## src/rtl/fetch_ctrl.sv

```systemverilog
// Instruction-fetch sequencer: owns the PC, reads the ROM combinationally and
// holds one fetched instruction for decode behind a valid/ready handshake.
module fetch_ctrl #(
  parameter int                 ADDR_W     = 5,
  parameter int                 DATA_W     = 32,
  parameter logic [ADDR_W-1:0]  START_ADDR = '0,
  parameter logic [DATA_W-1:0]  HALT_WORD  = 32'h0000007f,
  parameter int                 CNT_W      = 16
) (
  input  logic              clk,
  input  logic              rst,
  input  logic              start,
  output logic [ADDR_W-1:0] rom_addr,
  input  logic [DATA_W-1:0] rom_q,
  input  logic              redirect_valid,
  input  logic [ADDR_W-1:0] redirect_addr,
  output logic              inst_valid,
  output logic [DATA_W-1:0] inst,
  output logic [ADDR_W-1:0] inst_pc,
  input  logic              inst_ready,
  output logic              running,
  output logic              halted,
  output logic [CNT_W-1:0]  fetch_count
);

  typedef enum logic [1:0] {
    S_IDLE  = 2'd0,
    S_FETCH = 2'd1,
    S_HALT  = 2'd2
  } state_t;

  state_t              state_q, state_n;
  logic [ADDR_W-1:0]   pc_q, pc_n;
  logic                valid_q, valid_n;
  logic [DATA_W-1:0]   inst_q, inst_n;
  logic [ADDR_W-1:0]   ipc_q, ipc_n;
  logic [CNT_W-1:0]    cnt_q, cnt_n;
  logic                slot_free;
  logic                handshake;

  // Handshake: an instruction transfers on a rising edge where inst_valid and
  // inst_ready are both high; while valid is high and ready is low, inst and
  // inst_pc hold. Only a redirect may withdraw valid before it is accepted.
  assign slot_free = !valid_q || inst_ready;
  assign handshake = valid_q && inst_ready;

  always_ff @(posedge clk) begin
    if (rst) begin
      state_q <= S_IDLE;
      pc_q    <= START_ADDR;
      valid_q <= 1'b0;
      inst_q  <= '0;
      ipc_q   <= '0;
      cnt_q   <= '0;
    end else begin
      state_q <= state_n;
      pc_q    <= pc_n;
      valid_q <= valid_n;
      inst_q  <= inst_n;
      ipc_q   <= ipc_n;
      cnt_q   <= cnt_n;
    end
  end

  always_comb begin
    state_n = state_q;
    pc_n    = pc_q;
    valid_n = valid_q;
    inst_n  = inst_q;
    ipc_n   = ipc_q;
    cnt_n   = cnt_q;
    unique case (state_q)
      S_IDLE, S_HALT: begin
        if (start) begin
          pc_n    = START_ADDR;
          state_n = S_FETCH;
        end
      end
      S_FETCH: begin
        // A delivery counts even when a redirect flushes in the same cycle.
        if (handshake && cnt_q != {CNT_W{1'b1}}) cnt_n = cnt_q + CNT_W'(1);
        if (redirect_valid) begin
          valid_n = 1'b0;
          pc_n    = redirect_addr;
        end else if (slot_free && rom_q == HALT_WORD) begin
          valid_n = 1'b0;
          state_n = S_HALT;
        end else if (slot_free) begin
          inst_n  = rom_q;
          ipc_n   = pc_q;
          valid_n = 1'b1;
          pc_n    = pc_q + ADDR_W'(1);
        end
      end
      default: state_n = S_IDLE;
    endcase
  end

  assign rom_addr    = pc_q;
  assign inst_valid  = valid_q;
  assign inst        = inst_q;
  assign inst_pc     = ipc_q;
  assign running     = (state_q == S_FETCH);
  assign halted      = (state_q == S_HALT);
  assign fetch_count = cnt_q;

endmodule

```

## config.mk

```make
export PLATFORM = sky130hd
export DESIGN_NAME = fetch_ctrl
export DESIGN_NICKNAME = d
export VERILOG_FILES = /design/src/rtl/fetch_ctrl.sv
export SDC_FILE = /design/constraint.sdc
export NUM_CORES = 1
export LEC_CHECK = 0
export CORE_ASPECT_RATIO = 0.8
export CORE_MARGIN = 2
export CORE_UTILIZATION = 49
export CTS_BUF_LIST = sky130_fd_sc_hd__clkbuf_4 sky130_fd_sc_hd__clkbuf_8
export DETAILED_ROUTE_END_ITERATION = 10
export HOLD_SLACK_MARGIN = 0.03
export PLACE_DENSITY = 0.95
export SLEW_MARGIN = 10
export SYNTH_ARGS = -nofsm -noshare
export SYNTH_HDL_FRONTEND = slang
export SYNTH_SLANG_ARGS = --single-unit
```

## constraint.sdc

```tcl
create_clock -name clk -period 4 [get_ports clk]
set_input_delay 1.2 -clock clk [delete_from_list [all_inputs] [get_ports clk]]
set_output_delay 1.2 -clock clk [all_outputs]
set_load 0.02 [all_outputs]
```

==> impl_metrics.tcl <==
set metrics [dict create \
    max_freq_mhz 309 \
    antenna_found_initial 0 \
    worst_pin_slew_ps 945 \
    coreArea_um2 5120 \
    reg2reg_slack_ps 1760 \
    fin_crit_sh 0.808 \
    critPathRequiredTime_ps 4190 \
    synth_top_area_share 0.461 \
    numCtsBuffers 9 \
    min_period_ps 3230 \
    wl_per_cell_um 15.5 \
    cp_data_arrival_time_ps 3420 \
    numPortBuffers 102 \
    first_pass_iters 4 \
    final.setup_skew_ps 4.81 \
    hold_viol_final 0 \
    path_max_fanout 21 \
    p_leak_nw 1.59 \
    setup_viol 0 \
    final_common_cell "clkdlybuf4s50_1" \
    preCtsSetupSlack_ps 362 \
    vias 2456 \
    syn_to_final_growth_pct 46.0 \
    cap_violations 0 \
    synth_warnings 0 \
    synth_area_leaders "dfxtp_1 (46%), mux2i_1 (15%), nor2_1 (8.2%)" \
    overflow 0 \
    postSynthCellCount 279 \
    critical_path.max_stage_delay_ps 440 \
    ctsHtreeMaxLevel 3 \
    fin_ws_ps 768 \
    worstHoldPathType "reg2reg" \
    ctsResizeCount 0 \
    die_x_um 86.2 \
    status "finished clean" \
    cts_hold_buffers 0 \
    fin_cells 449 \
    relSlewSlack 0.365 \
    critPathTopFamily "buffers and inverters" \
    syn_nets 323 \
    die_h_um 69.7 \
    fp.dieArea_um2 6010 \
    setup-tns-final_ps 0 \
    post-route-drc-count 0 \
    cts.sinks 61 \
    post-cts-setup-buffer-count 0 \
    finalNetCount 427 \
    root_buffer "clkbuf_8" \
    hold_slack_ps 497 \
    start_kind "primary input" \
    drt-total-wl_um 6950 \
    crit_chain "clkdlybuf4s50_1 > nor4_1 > nand4_1 > o31ai_4 > buf_4 > mux2i_1 > nor2_1" \
    synth_seq_cells 61 \
    n_antenna_cell 0 \
    drtAntennaViolNets 0 \
    gp_congestion 0.836 \
    post_drt_via_cell_ratio 5.47 \
    clkLatencyLatePin_ps 340 \
    cts_tree "done" \
    grt_max_degree 46 \
    async_flop_share 0 \
    avgSynthCellArea_um2 9.49 \
    yosysUniqueCellTypes 43 \
    dp_cells 434 \
    switching_share 0.248 \
    netlist_area_um2 2650 \
    end_kind "flip-flop" \
    synth_edf_count 0 \
    combPwrFrac 0.139 \
    final_cell_mix "clkdlybuf4s50_1 (101), dfxtp_1 (61), nor2_1 (58), mux2i_1 (39), a21oi_1 (11)" \
    clk_pin_slew_ps 60 \
    criticalPathCategory "in2reg" \
    peakVddDrop_v 0.000282 \
    p_int_w 0.000975 \
    num_rows 23 \
    first_iter_violations 157 \
    synth-seq-area-share 0.461 \
    critPathSlowestCell "nor4_1" \
    start_util 0.517 \
    grt_pass1_vias 2402 \
    drv_slew 0 \
    boundaryPins 103 \
    drive_above_1_share 0.0620 \
    yosys.area.top_type "dfxtp_1" \
    power_density_nw_per_um2 335 \
    clockBufferDepth 2 \
    seqPwrFrac 0.491 \
    synth_top_flop_cell "dfxtp_1" \
    dp_hpwl_um 5010 \
    power_frac_clock 0.370 \
    grt_pass1_wl_um 11600 \
    track_usage 0.245 \
    worst-path-buf-inv 2 \
    rsz0062_at_grt "no" \
    switchingPower_w 0.000321 \
]
## sequential cells by signal (all words and copies together) (netlist names)
name,flops
fetch_count,16
state_q,2
inst_valid,1
inst,32
inst_pc,5
rom_addr,5
## metrics by stage
step,area (um2),utilization,power (W)
after floorplan,2650,-,0.000736
after global placement,3690,0.721,0.000824
after detailed placement,3690,0.721,0.000829
after CTS,3860,0.755,0.00131
after global routing,3860,0.755,0.00135
final,3860,0.755,0.00130
## final cells by class
| type | count | area, um2 |
|---|---|---|
| clock buffer | 13 | 160 |
| clock inverter | 2 | 10.0 |
| fill | 381 | 1260 |
| inverter | 6 | 22.5 |
| multi-input combinational | 199 | 1330 |
| sequential | 61 | 1220 |
| tap | 62 | 77.6 |
| timing repair buffer | 106 | 1050 |
## final timing paths
kind,start,to,cells after the start
setup / recovery,rom_q[16],inst[21]$_SDFFE_PP0P_,7
hold / removal,inst[16]$_SDFFE_PP0P_,inst[16]$_SDFFE_PP0P_,2
setup reg to reg,inst_valid$_SDFFE_PP0P_,inst[21]$_SDFFE_PP0P_,6
hold reg to reg,inst[16]$_SDFFE_PP0P_,inst[16]$_SDFFE_PP0P_,2
## kinds of logic after synthesis
| kind of cell | count (synthesis) | synth area share |
|---|---|---|
| and+or+nand+nor | 111 | 0.207 |
| DFF | 61 | 0.461 |
| muxes | 40 | 0.152 |
| AOI/OAI and AO/OA | 33 | 0.0898 |
| buffers and inverters | 19 | 0.0373 |
| xor gates and xnor gates | 13 | 0.0430 |
| adders and majority gates | 2 | 0.00945 |
## Yosys cell counts (all sizes together) (3+ instances only)
library cell	number
a2111oi	3
a211oi	5
a21oi	11
and4	3
buf	5
clkbuf	8
dfxtp	61
inv	5
mux2i	39
nand2	8
nand3	7
nand4	7
nor2	58
nor2b	3
nor3	5
nor4	6
o21ai	5
o31ai	3
or3	3
or4	3
xnor2	8
xor2	5
## tightest hold or removal path, cell delays in order, from the launching register on
cell,delay (ps)
dfxtp_1,320
mux2i_1,70
nor2_1,70
## power by group through the flow
stage	combinational, W	clock, W	sequential [W]
floorplan	0.0000683	0	0.000668
global placement	0.000175	0	0.000649
global route	0.000193	0.000523	0.000638
CTS	0.000180	0.000491	0.000637
finish	0.000180	0.000480	0.000637
detailed placement	0.000179	0	0.000649
## layer usage
layer | vias up | global-route usage | routed length, um
met5 | - | 0 | 0
met4 | 0 | 0.104 | 106
met3 | 14 | 0.100 | 595
met2 | 110 | 0.393 | 3340
met1 | 1133 | 0.288 | 2900
li1 | 1199 | - | -
Note: power is estimated with default switching activity, not from simulation.
